File: config.mk
export PLATFORM = sky130hd
export DESIGN_NAME = bus_master_if
export DESIGN_NICKNAME = d
export VERILOG_FILES = /design/src/rtl/bus_master_if_pkg.sv /design/src/rtl/bus_wbuf.sv /design/src/rtl/bus_master_if.sv
export SDC_FILE = /design/constraint.sdc
export NUM_CORES = 1
export LEC_CHECK = 0
export BUFFER_PORTS_ARGS = -buffer_cell sky130_fd_sc_hd__buf_4
export CAP_MARGIN = 10
export CORE_MARGIN = 2
export CORE_UTILIZATION = 53
export CTS_CLUSTER_DIAMETER = 30
export DETAILED_ROUTE_END_ITERATION = 7
export MAX_ROUTING_LAYER = met4
export PLACE_DENSITY = 0.78
export SYNTH_ARGS = -nofsm -noshare
export SYNTH_HDL_FRONTEND = slang
export SYNTH_SLANG_ARGS = --single-unit
export TNS_END_PERCENT = 30
File: constraint.sdc
create_clock -name clk -period 4.2 [get_ports clk]
set_input_delay 0.21 -clock clk [delete_from_list [all_inputs] [get_ports clk]]
set_output_delay 0.21 -clock clk [all_outputs]
set_load 0.03 [all_outputs]
File: src/rtl/bus_master_if_pkg.sv
// Shared constants and types for the per-core bus master interface.
// Bus handshake signals are active-low: ENABLE_N asserts, DISABLE_N releases.
package bus_master_if_pkg;

  localparam logic ENABLE_N  = 1'b0;
  localparam logic DISABLE_N = 1'b1;

  localparam int BUS_ADDR_WIDTH = 32;
  localparam int DATA_WIDTH     = 32;

  typedef enum logic [2:0] {
    ST_IDLE = 3'd0,
    ST_REQ  = 3'd1,
    ST_WR   = 3'd2,
    ST_RD   = 3'd3,
    ST_DONE = 3'd4
  } bm_state_t;

  // Width of a counter that must hold values 0..n-1 (at least one bit).
  function automatic int cnt_width(input int n);
    return (n > 1) ? $clog2(n) : 1;
  endfunction

endpackage

File: src/rtl/bus_wbuf.sv
// Posted-write buffer: synchronous FIFO of {addr,data} with wrap-bit pointers.
// Pushes are dropped when full unless a pop frees the slot in the same cycle.
module bus_wbuf #(
  parameter int AW    = 32,
  parameter int DW    = 32,
  parameter int DEPTH = 2
) (
  input  logic                    clk,
  input  logic                    reset_,
  input  logic                    i_push,
  input  logic [AW-1:0]           i_addr,
  input  logic [DW-1:0]           i_data,
  input  logic                    i_pop,
  output logic [AW-1:0]           o_head_addr,
  output logic [DW-1:0]           o_head_data,
  output logic                    o_full,
  output logic                    o_empty,
  output logic [$clog2(DEPTH):0]  o_count
);

  localparam int PW = $clog2(DEPTH) + 1;
  localparam int IW = (DEPTH > 1) ? $clog2(DEPTH) : 1;

  logic [AW-1:0] r_addr_mem [DEPTH];
  logic [DW-1:0] r_data_mem [DEPTH];
  logic [PW-1:0] r_wr_ptr;
  logic [PW-1:0] r_rd_ptr;
  logic [IW-1:0] w_wr_idx;
  logic [IW-1:0] w_rd_idx;
  logic          w_do_push;
  logic          w_do_pop;

  assign w_wr_idx = (DEPTH > 1) ? r_wr_ptr[IW-1:0] : '0;
  assign w_rd_idx = (DEPTH > 1) ? r_rd_ptr[IW-1:0] : '0;

  assign o_empty = (r_wr_ptr == r_rd_ptr);
  // Full when the wrap bits differ and the index bits match.
  assign o_full  = ((r_wr_ptr ^ r_rd_ptr) == PW'(DEPTH));
  assign o_count = r_wr_ptr - r_rd_ptr;

  assign w_do_pop  = i_pop & ~o_empty;
  assign w_do_push = i_push & (~o_full | w_do_pop);

  assign o_head_addr = r_addr_mem[w_rd_idx];
  assign o_head_data = r_data_mem[w_rd_idx];

  always_ff @(posedge clk) begin
    if (w_do_push) begin
      r_addr_mem[w_wr_idx] <= i_addr;
      r_data_mem[w_wr_idx] <= i_data;
    end
  end

  always_ff @(posedge clk) begin
    if (!reset_) begin
      r_wr_ptr <= '0;
      r_rd_ptr <= '0;
    end else begin
      if (w_do_push) r_wr_ptr <= r_wr_ptr + PW'(1);
      if (w_do_pop)  r_rd_ptr <= r_rd_ptr + PW'(1);
    end
  end

endmodule

File: src/rtl/bus_master_if.sv
// Per-core bus master: posts stores into bus_wbuf, stalls loads until bus data returns,
// and runs the breq_/bgrt_ handshake. Strobes are gated by bgrt_ so they never fire ungranted.
module bus_master_if
  import bus_master_if_pkg::*;
#(
  parameter int ADDR_W   = BUS_ADDR_WIDTH,
  parameter int DATA_W   = DATA_WIDTH,
  parameter int WB_DEPTH = 2,
  parameter int RD_LAT   = 1
) (
  input  logic              clk,
  input  logic              reset_,
  input  logic              cpu_memread,
  input  logic              cpu_memwrite,
  input  logic [ADDR_W-1:0] cpu_addr,
  input  logic [DATA_W-1:0] cpu_wdata,
  output logic [DATA_W-1:0] cpu_rdata,
  output logic              cpu_stall,
  output logic              breq_,
  input  logic              bgrt_,
  output logic [ADDR_W-1:0] bus_addr,
  output logic [DATA_W-1:0] bus_wdata,
  output logic              bus_we_,
  output logic              bus_rd_,
  input  logic [DATA_W-1:0] bus_rdata,
  output logic [2:0]        dbg_state
);

  localparam int CW = cnt_width(RD_LAT);
  localparam int PW = $clog2(WB_DEPTH) + 1;

  bm_state_t         r_state;
  bm_state_t         w_next;
  logic [CW-1:0]     r_rd_cnt;
  logic [CW-1:0]     w_rd_cnt_nxt;
  logic [DATA_W-1:0] r_cpu_rdata;
  logic [ADDR_W-1:0] r_rd_addr;

  logic              w_store;
  logic              w_load;
  logic              w_granted;
  logic              w_push;
  logic              w_pop;
  logic              w_full;
  logic              w_empty;
  logic              w_more_wr;
  logic              w_rd_last;
  logic [ADDR_W-1:0] w_head_addr;
  logic [DATA_W-1:0] w_head_data;
  logic [PW-1:0]     w_count;

  bus_wbuf #(
    .AW    (ADDR_W),
    .DW    (DATA_W),
    .DEPTH (WB_DEPTH)
  ) u_wbuf (
    .clk         (clk),
    .reset_      (reset_),
    .i_push      (w_push),
    .i_addr      (cpu_addr),
    .i_data      (cpu_wdata),
    .i_pop       (w_pop),
    .o_head_addr (w_head_addr),
    .o_head_data (w_head_data),
    .o_full      (w_full),
    .o_empty     (w_empty),
    .o_count     (w_count)
  );

  // memread+memwrite together is treated as a store; a load already answered
  // (DONE) is no longer pending even though the core still holds memread.
  assign w_store   = cpu_memwrite;
  assign w_load    = cpu_memread & ~cpu_memwrite & (r_state != ST_DONE);
  assign w_granted = (bgrt_ == ENABLE_N);
  assign w_pop     = (r_state == ST_WR) & w_granted & ~w_empty;
  assign w_push    = w_store & (~w_full | w_pop);
  assign w_more_wr = (w_count > PW'(1)) | w_push;
  assign w_rd_last = (r_rd_cnt == CW'(RD_LAT - 1));

  assign cpu_stall = (w_store & w_full & ~w_pop) | w_load;
  assign breq_     = (~w_empty | w_load) ? ENABLE_N : DISABLE_N;
  assign bus_we_   = ((r_state == ST_WR) & w_granted) ? ENABLE_N : DISABLE_N;
  assign bus_rd_   = ((r_state == ST_RD) & w_granted) ? ENABLE_N : DISABLE_N;
  assign cpu_rdata = r_cpu_rdata;
  assign dbg_state = r_state;

  always_comb begin
    bus_addr  = '0;
    bus_wdata = '0;
    case (r_state)
      ST_WR: begin
        bus_addr  = w_head_addr;
        bus_wdata = w_head_data;
      end
      ST_RD:   bus_addr = r_rd_addr;
      default: ;
    endcase
  end

  always_comb begin
    w_next       = r_state;
    w_rd_cnt_nxt = r_rd_cnt;
    case (r_state)
      ST_IDLE: if (~w_empty | w_load) w_next = ST_REQ;
      ST_REQ: begin
        if (w_empty & ~w_load)  w_next = ST_IDLE;
        else if (w_granted)     w_next = ~w_empty ? ST_WR : ST_RD;
      end
      ST_WR: begin
        if (~w_granted)         w_next = ST_REQ;
        else if (w_more_wr)     w_next = ST_WR;
        else if (w_load)        w_next = ST_RD;
        else                    w_next = ST_IDLE;
      end
      ST_RD: begin
        // Losing the grant restarts the whole read latency on regrant.
        if (~w_granted) begin
          w_next       = ST_REQ;
          w_rd_cnt_nxt = '0;
        end else if (w_rd_last) begin
          w_next       = ST_DONE;
          w_rd_cnt_nxt = '0;
        end else begin
          w_rd_cnt_nxt = r_rd_cnt + CW'(1);
        end
      end
      ST_DONE: w_next = ST_IDLE;
      default: w_next = ST_IDLE;
    endcase
  end

  always_ff @(posedge clk) begin
    if (!reset_) begin
      r_state     <= ST_IDLE;
      r_rd_cnt    <= '0;
      r_cpu_rdata <= '0;
      r_rd_addr   <= '0;
    end else begin
      r_state  <= w_next;
      r_rd_cnt <= w_rd_cnt_nxt;
      if ((r_state == ST_RD) && w_granted && w_rd_last) r_cpu_rdata <= bus_rdata;
      if ((w_next == ST_RD) && (r_state != ST_RD))      r_rd_addr   <= cpu_addr;
    end
  end

endmodule
=== Word level (Yosys, flattened, before mapping) ===
Memories as Yosys holds them, arrays and structs flattened. A register that Yosys moved wholly into a read port is not among the register bits.
Cells that the tools add are included.

* Add/subtract/negate cells: 4
* Magnitude comparators: 1
* Equality and inequality tests: 8
* Multiplexer cells: 23
* Bitwise logic cells: 24
* Reductions and logical operators: 4

{| class="wikitable"
|+ Operators by type and width
! kind !! count
|-
| one-hot mux 32 bit (2 select lines) || 1
|-
| two-way mux 32 bit || 1
|-
| two-way mux 3 bit || 5
|-
| two-way mux 1 bit || 12
|-
| one-hot mux 3 bit (4 select lines) || 1
|-
| AND 1 bit || 11
|-
| equality test 3 x 2 -> 1 bit, second input constant || 3
|-
| inverter 1 bit || 7
|-
| two-way mux 2 bit || 3
|-
| OR 1 bit || 5
|-
| adder 2 x 1 -> 2 bit, second input constant || 2
|-
| equality test 3 x 1 -> 1 bit, second input constant || 1
|-
| logical AND 1 bit || 3
|-
| zero test 3 bit || 1
|-
| != test 3 x 2 -> 1 bit, second input constant || 1
|-
| != test 3 bit, second input constant || 1
|-
| equality test 2 bit || 1
|-
| equality test 2 bit, second input constant || 1
|-
| greater-than comparator 2 x 1 -> 1 bit, second input constant || 1
|-
| subtractor 2 bit || 1
|-
| bitwise XOR 2 bit || 1
|-
| adder 1 bit, second input constant || 1
|}

* Register bits after elaboration: 72
* RAM bits: 128
* Input bits: 101
* Output and inout port bits: 103
* Memories: 2

{| class="wikitable"
|+ Memory list
! name !! depth !! width !! read ports !! clocked after memory_dff !! write ports !! line !! RTL
|-
| u_wbuf.r_addr_mem || 2 || 32 || 1 || 1 || 1 || bus_wbuf.sv:24 || <nowiki>logic [AW-1:0] r_addr_mem [DEPTH];</nowiki>
|-
| u_wbuf.r_data_mem || 2 || 32 || 1 || 1 || 1 || bus_wbuf.sv:25 || <nowiki>logic [DW-1:0] r_data_mem [DEPTH];</nowiki>
|}

=== Logic depth before layout (Yosys ltp) ===
Gate-level depths: netlist of run 1.

* Word-level depth: 11
* Gate-level depth with buffers: 8
* Mapped depth without buffers: 7

=== By module ===
Synthesis of run 1 repeated with hierarchy kept, for this count alone.

* Cells, all modules: 626
* Area, all modules: 8,217.9 sq um

{| class="wikitable"
|+ By module, submodules not included
! module !! instances !! cells an instance !! area an instance (sq um) !! sequential area each (sq um)
|-
| bus_wbuf || 1 || 234 || 4,926.0 || 3,943.8
|-
| bus_master_if || 1 || 392 || 3,291.9 || 1,341.3
|}

=== Least setup slack after synthesis of run 1 ===
OpenSTA, ideal clock, no wires.

* Path type: register to register
* Start point: reg r_state[1] (netlist: dbg_state[1])
* End point: mem u_wbuf.r_addr_mem[1][0], enable pin
* Setup time: 0.431 ns
* Data arrival time: 2.936 ns
* Required time: 3.769 ns
* Path slack: 0.834 ns
* Stages on the path, launching flop included: 4
* Buffers on the path: 0
* Period minus slack after synthesis: 3.366 ns
* Cells stage by stage: dfxtp_1 or3b_2 o211ai_1 and3_1

* Word-level cells in the longest chain between the ends: 8
* Elaborated cells on any way between the ends: 10

{| class="wikitable"
|+ RTL lines
! item !! line !! RTL
|-
| start: declaration || bus_master_if.sv:32 || <nowiki>bm_state_t r_state;</nowiki>
|-
| start signal: assignment || bus_master_if.sv:139 || <nowiki>r_state <= w_next;</nowiki>
|-
| equality test 3 x 2 -> 1 bit (*) || bus_master_if.sv:75 || <nowiki>assign w_pop = (r_state == ST_WR) & w_granted & ~w_empty;</nowiki>
|-
| AND 1 bit (*) (2 in series) || bus_master_if.sv:75 ||
|-
| OR 1 bit or AND 1 bit (tied branches) || bus_master_if.sv:76, bus_wbuf.sv:41 ||
|-
| AND 1 bit or OR 1 bit (tied branches) || bus_master_if.sv:76, bus_wbuf.sv:42 ||
|-
| AND 1 bit (*) || bus_wbuf.sv:42 || <nowiki>assign w_do_push = i_push & (~o_full | w_do_pop);</nowiki>
|-
| two-way mux 1 bit (*) || bus_wbuf.sv:48 || <nowiki>if (w_do_push) begin</nowiki>
|-
| two-way mux 1 bit (implied by the code) (*) || bus_wbuf.sv:49 || <nowiki>r_addr_mem[w_wr_idx] <= i_addr;</nowiki>
|-
| end: declaration || bus_wbuf.sv:24 ||
|}

Mark *: on every way between the ends. The rest lies on a longest branch, timed or not.

=== Final worst setup path of run 1 ===
* Start point: reg r_state[1] (netlist: dbg_state[1])
* End point: mem u_wbuf.r_data_mem[0][27], enable pin

* Word-level cells in the longest chain between the ends: 8
* Elaborated cells on any way between the ends: 10

{| class="wikitable"
|+ RTL lines
! item !! line !! RTL
|-
| equality test 3 x 2 -> 1 bit (*) || bus_master_if.sv:75 ||
|-
| AND 1 bit (*) (2 in series) || bus_master_if.sv:75 ||
|-
| OR 1 bit or AND 1 bit (tied branches) || bus_master_if.sv:76, bus_wbuf.sv:41 ||
|-
| AND 1 bit or OR 1 bit (tied branches) || bus_master_if.sv:76, bus_wbuf.sv:42 ||
|-
| AND 1 bit (*) || bus_wbuf.sv:42 ||
|-
| two-way mux 1 bit (*) || bus_wbuf.sv:48 ||
|-
| two-way mux 1 bit (implied by the code) (*) || bus_wbuf.sv:50 || <nowiki>r_data_mem[w_wr_idx] <= i_data;</nowiki>
|-
| end: declaration || bus_wbuf.sv:25 ||
|}

Marks and branches as above.

==> results.py, run 1 <==
metrics = {
    "clock_network": {
        "cts_buffers": 17,
        "cts_resized": 0,
        "cts_sinks": 200,
        "clkLatencyLatePin_ns": 0.43,
        "clkTransAtPathRegs_ns": 0.07,
        "cts_tree": "done",
        "root_buffer": "clkbuf_16",
        "ctsHoldBuffers": 64,
        "clockBufferDepth": 2,
        "htreeDepth": 4,
        "postCtsSetupRepairBufs": 0,
    },
    "yosys": {
        "synthCells": 638,
        "ys_types": 34,
        "avgSynthCellArea_um2": 12.3,
        "yosysWarnings": 0,
        "synth-edff-count": 128,
        "synth-main-ff-cell": "edfxtp_1",
        "synthesis.nets": 740,
        "synth.top_cells.by_count": "nand2_1 (164), edfxtp_1 (128), mux2i_1 (96)",
        "ys_seq_area_share_pct": 67.2,
        "synth_area_um2": 7870,
        "async_flop_share_pct": 0,
        "synth_most_common_cell": "nand2_1",
        "synth.area.top_cells": "edfxtp_1 (49%), dfxtp_1 (18%), mux2i_1 (12%)",
        "synth_top_cell_by_area": "edfxtp_1",
        "synth-seq-cells": 200,
        "synth_top_area_share_pct": 48.8,
    },
    "grt": {
        "antenna_found_initial": 0,
        "grt_usage_pct": 24.0,
        "grt_max_degree": 104,
        "grt_pass1_wl_um": 28700,
        "grt_pass1_vias": 5864,
        "overflow": 0,
    },
    "final_layout": {
        "syn_to_final_growth_pct": 36.9,
        "antenna_cells": 0,
        "layout.cells.non_filler": 1089,
        "fin_nets": 994,
        "nFillCells": 963,
        "drive_gt1_share_pct": 27.4,
        "final_area_um2": 10800,
        "utilization_pct": 74.1,
    },
    "drt": {
        "final_antenna_net_count": 0,
        "drc": 0,
        "wl_per_cell_um": 17.0,
        "viasPerCell": 5.22,
        "drt_first_pass_iters": 8,
        "vias": 5686,
        "wl_um": 18500,
        "dr.first_iter.drc_count": 510,
    },
    "place": {
        "gp_congestion": 0.826,
        "place_hpwl_um": 11300,
        "post-place-cells": 993,
        "dpl-instance-area_um2": 9530,
        "port_buffers": 203,
    },
    "power": {
        "seq_power_share_pct": 53.1,
        "vdd_drop_max_v": 0.000296,
        "leakage_uw": 0.00402,
        "power_density_nw_per_um2": 388,
        "pwr-share-comb_pct": 8.6,
        "totalPowerFinal_uw": 4180,
        "p_clk_share_pct": 38.3,
        "p_sw_uw": 908,
        "p_sw_share_pct": 21.7,
        "p_int_uw": 3280,
    },
    "sta": {
        "fin_tns_setup_ns": 0,
        "drv_slew": 0,
        "slew_headroom_pct": 23.3,
        "setup_viol": 0,
        "final-hold-violation-count": 0,
        "worst_pin_slew_ns": 1.15,
        "rsz0062_at_grt": "no",
        "finalCriticalPeriod_ns": 3.21,
        "finalCritPeriodShare_pct": 76.5,
        "clock_skew_ns": 0.0112,
        "fmax_mhz": 311,
    },
    "die": {
        "die_w_um": 126,
        "rows": 44,
        "die_area_um2": 15800,
        "pin_count": 204,
        "start_util_pct": 54.1,
        "fp.coreArea_um2": 14500,
        "die_h_um": 126,
    },
    "setup_path": {
        "cp_data_arrival_time_ns": 3.33,
        "worstPathRequired_ns": 4.32,
        "worst-path-max-fanout": 67,
        "path_class": "reg2reg",
        "end_kind": "flip-flop",
        "startpoint_type": "flip-flop",
    },
    "run": {
        "maxCapViolations": 0,
    },
    "worst_hold_path": {
        "hp-class": "in2reg",
    },
    "status": {
        "status": "complete, no violations",
    },
}
==> power groups by stage <==
stage,Combinational (µW),Sequential [µW],Clock [µW]
after global placement,299,2260,0
after floorplan,153,2260,0
after CTS,361,2220,1630
after global routing,389,2230,1710
final,361,2220,1600
after detailed placement,309,2260,0
==> cell families (layout without fill, tap and decap cells) <==
| kind of cell | Yosys count | in the layout | synth area share (%) |
|---|---|---|---|
| buf+inv | 41 | 308 | 2.26 |
| flops | 200 | 200 | 67.2 |
| fa+ha+maj | 1 | 1 | 0.159 |
| compound gates | 75 | 75 | 6.27 |
| mux | 96 | 96 | 12.2 |
| simple gates | 219 | 219 | 11.0 |
| xor+xnor | 6 | 6 | 0.954 |
==> placed cells by master (no fill, tap or decap), types with 2 or more instances in the layout <==
master,netlist,layout
nand2b_1,2,2
mux2i_1,96,96
dlygate4sd3_1,0,64
buf_4,0,208
nor2_1,38,37
inv_1,3,3
edfxtp_1,128,128
a21boi_0,32,32
a21oi_1,4,4
inv_4,0,3
and3_2,0,2
nand3_1,2,2
clkinv_4,0,2
nand2_1,164,164
and2_1,4,4
clkbuf_16,0,20
o21ai_0,32,32
or3_1,3,3
xnor2_1,3,3
dfxtp_1,72,71
clkinv_2,0,2
==> worst max-delay path, cell delays in order, from the launching register on <==
cell,delay [ns]
dfxtp_1,0.49
or3b_2,0.47
buf_4,0.34
o211ai_1,0.36
and3_2,0.81
buf_4,0.41
==> metal layers <==
layer,global-route usage (%),up-vias,wire length (µm)
met1,29.0,2691,7700
met3,6.20,31,1320
li1,-,2729,-
met2,39.5,235,9080
met5,-,-,0
met4,8.27,0,359
==> area by class of cell <==
class / instances / area [µm²] / area share, %
clock buffer: 23 / 523 / 4.86
clock inverter: 9 / 72.6 / 0.674
inverter: 3 / 11.3 / 0.105
multi-input combinational: 397 / 2420 / 22.5
sequential: 200 / 5290 / 49.1
tap: 184 / 230 / 2.14
timing repair buffer: 273 / 2220 / 20.6
==> sequential cells by signal (all words and copies together) (netlist names), named ones only <==
name,cells
cpu_rdata,32
dbg_state,3
r_rd_addr,32
u_wbuf.r_addr_mem,64
u_wbuf.r_data_mem,64
u_wbuf.r_rd_ptr,2
u_wbuf.r_wr_ptr,2
==> through the flow <==
| step | hold slack, ns | setup WS (ns) |
|---|---|---|
| floorplan | 0.309 | 0.834 |
| global placement | 0.397 | 1.09 |
| detailed placement | 0.399 | 0.990 |
| CTS | 0.0157 | 0.931 |
| global route | 0.0152 | 0.772 |
| finish | 0.0287 | 0.988 |
==> path summary, 6_finish.rpt <==
path | from | end | slack, ns | cells past startpoint
worst min-delay path | bus_rdata[25] | cpu_rdata[25]$_SDFFE_PN0P_ | 0.03 | 3
worst min register to register | r_rd_addr[30]$_SDFFE_PN0P_ | r_rd_addr[30]$_SDFFE_PN0P_ | 0.46 | 2
worst max-delay path | dbg_state[1]$_SDFF_PN0_ | u_wbuf.r_data_mem[0][27]$_DFFE_PP_ | 0.99 | 5
worst max register to register | dbg_state[1]$_SDFF_PN0_ | u_wbuf.r_data_mem[0][27]$_DFFE_PP_ | 0.99 | 5
Note: power is estimated with default switching activity, not from simulation.
==> inputs of run 2 (changes only) <==
--- a/config.mk
+++ b/config.mk
@@ -8,11 +8,11 @@
 export BUFFER_PORTS_ARGS = -buffer_cell sky130_fd_sc_hd__buf_4
 export CAP_MARGIN = 10
 export CORE_MARGIN = 2
-export CORE_UTILIZATION = 53
+export CORE_UTILIZATION = 48
 export CTS_CLUSTER_DIAMETER = 30
 export DETAILED_ROUTE_END_ITERATION = 7
 export MAX_ROUTING_LAYER = met4
-export PLACE_DENSITY = 0.78
+export PLACE_DENSITY = 0.74
 export SYNTH_ARGS = -nofsm -noshare
 export SYNTH_HDL_FRONTEND = slang
 export SYNTH_SLANG_ARGS = --single-unit
==> constraint.sdc (replaced) <==
create_clock -name clk -period 2.7 [get_ports clk]
set_input_delay 0.135 -clock clk [delete_from_list [all_inputs] [get_ports clk]]
set_output_delay 0.135 -clock clk [all_outputs]
set_load 0.03 [all_outputs]
==> results.py, run 2 (synthesis results as in run 1) <==
metrics = {
    "status": {
        "status": "complete, no violations",
    },
    "die": {
        "die_w_um": 132,
        "die_h_um": 132,
        "rows": 46,
        "pin_count": 204,
        "start_util_pct": 49.4,
        "fp.coreArea_um2": 15900,
        "die_area_um2": 17400,
    },
    "run": {
        "maxCapViolations": 0,
    },
    "clock_network": {
        "clkLatencyLatePin_ns": 0.42,
        "clockBufferDepth": 2,
        "htreeDepth": 4,
        "cts_buffers": 17,
        "cts_tree": "done",
        "postCtsSetupRepairBufs": 0,
        "root_buffer": "clkbuf_16",
        "cts_sinks": 200,
        "clkTransAtPathRegs_ns": 0.07,
    },
    "worst_hold_path": {
        "hp-class": "in2reg",
    },
    "sta": {
        "clock_skew_ns": 0.00749,
        "finalCriticalPeriod_ns": 2.53,
        "worst_pin_slew_ns": 0.963,
        "drv_slew": 0,
        "slew_headroom_pct": 35.8,
        "finalCritPeriodShare_pct": 93.7,
        "final-hold-violation-count": 0,
        "fmax_mhz": 395,
        "setup_viol": 0,
        "rsz0062_at_grt": "no",
    },
    "setup_path": {
        "end_kind": "output pin",
        "path_class": "reg2out",
        "worstPathRequired_ns": 2.57,
        "reg2reg_slack_ns": 0.41,
        "startpoint_type": "flip-flop",
        "worst-path-max-fanout": 66,
        "cp_data_arrival_time_ns": 2.40,
    },
    "drt": {
        "drt_first_pass_iters": 5,
        "wl_per_cell_um": 16.1,
        "vias": 5749,
        "drc": 0,
        "viasPerCell": 4.97,
        "final_antenna_net_count": 0,
        "dr.first_iter.drc_count": 384,
        "wl_um": 18700,
    },
    "final_layout": {
        "syn_to_final_growth_pct": 42.1,
        "final_cell_mix": "buf_4 (209), nand2_1 (164), edfxtp_1 (128), mux2i_1 (96), dlygate4sd3_1 (94)",
        "drive_gt1_share_pct": 26.9,
        "antenna_cells": 0,
        "final_common_cell": "buf_4",
        "fin_nets": 1030,
        "utilization_pct": 70.2,
        "layout.cells.non_filler": 1157,
        "top_regs": "u_wbuf.r_addr_mem: 64 flops, u_wbuf.r_data_mem: 64 flops",
    },
    "place": {
        "port_buffers": 203,
        "gp_congestion": 0.888,
        "place_hpwl_um": 12000,
        "post-place-cells": 1031,
    },
    "power": {
        "power_density_nw_per_um2": 578,
        "leakage_uw": 0.00415,
        "vdd_drop_max_v": 0.000414,
    },
    "grt": {
        "antenna_found_initial": 0,
        "overflow": 0,
        "grt_pass1_vias": 6001,
        "grt_max_degree": 104,
        "grt_usage_pct": 22.2,
        "grt_pass1_wl_um": 29800,
    },
}
## run 2: changes by cell type in the layout (fill, tap and decap cells not counted), moves of 2 or more
cell           change
buf_12             +4
clkinvlp_4         +4
clkbuf_16          -3
inv_6              +3
dlygate4sd3_1     +30
and3_2             -2
and3_4             +2
inv_4              -3
## run 2: what timing repair did
action,4_1_cts,5_1_grt
endpoints found under the hold margin,186,0
resized for setup,0,1
hold buffers,94,0
endpoints found under the setup margin,0,1
## run 2: final timing paths
kind	startpoint	endpoint	cells past startpoint
hold reg to reg	r_rd_addr[3]$_SDFFE_PN0P_	r_rd_addr[3]$_SDFFE_PN0P_	2
hold / removal	bus_rdata[17]	cpu_rdata[17]$_SDFFE_PN0P_	3
setup / recovery	dbg_state[1]$_SDFF_PN0_	cpu_stall	6
setup reg to reg	dbg_state[1]$_SDFF_PN0_	u_wbuf.r_data_mem[0][22]$_DFFE_PP_	4
## run 2: report_power, final
group	leakage, µW	switching, µW	internal [µW]
clock	0.000264	1090	1310
combinational	0.00211	309	310
sequential	0.00178	43.7	3410
total	0.00415	1440	5030
## run 2: layout make-up
cell class | count | area [µm²]
flip-flops and latches | 200 | 5290
inverters | 3 | 11.3
clock buffers | 20 | 447
clock inverters | 12 | 118
fillers | 1136 | 4760
repair buffers | 309 | 2620
well taps | 216 | 270
multi-input cells | 397 | 2430
## run 2: layer usage
metal,part of all wire (%),track usage (%),up-vias
met2,49,36.9,200
met3,5.6,4.54,18
met5,0,-,-
met1,45,27.7,2727
li1,-,-,2804
met4,1.2,6.16,0
## run 2: critical path, cell delays in order (launching register included)
cell     delay [ns]
dfxtp_1        0.48
or3b_2         0.50
buf_6          0.24
nor2_1         0.23
inv_1          0.09
a41o_1         0.26
buf_4          0.17
## run 2: metrics by stage
stage	area (µm²)	hold WS, ns	setup WS, ns	TNS [ns]	power [µW]
2_1_floorplan	7870	0.234	-0.650	-42.18	3760
3_3_place_gp	9680	0.321	0.544	0	4000
3_5_place_dp	9680	0.324	0.429	0	4030
4_1_cts	11200	0.0128	0.0283	0	6500
5_1_grt	11200	0.00141	0.0221	0	6700
6_report	11200	0.0104	0.170	0	6470
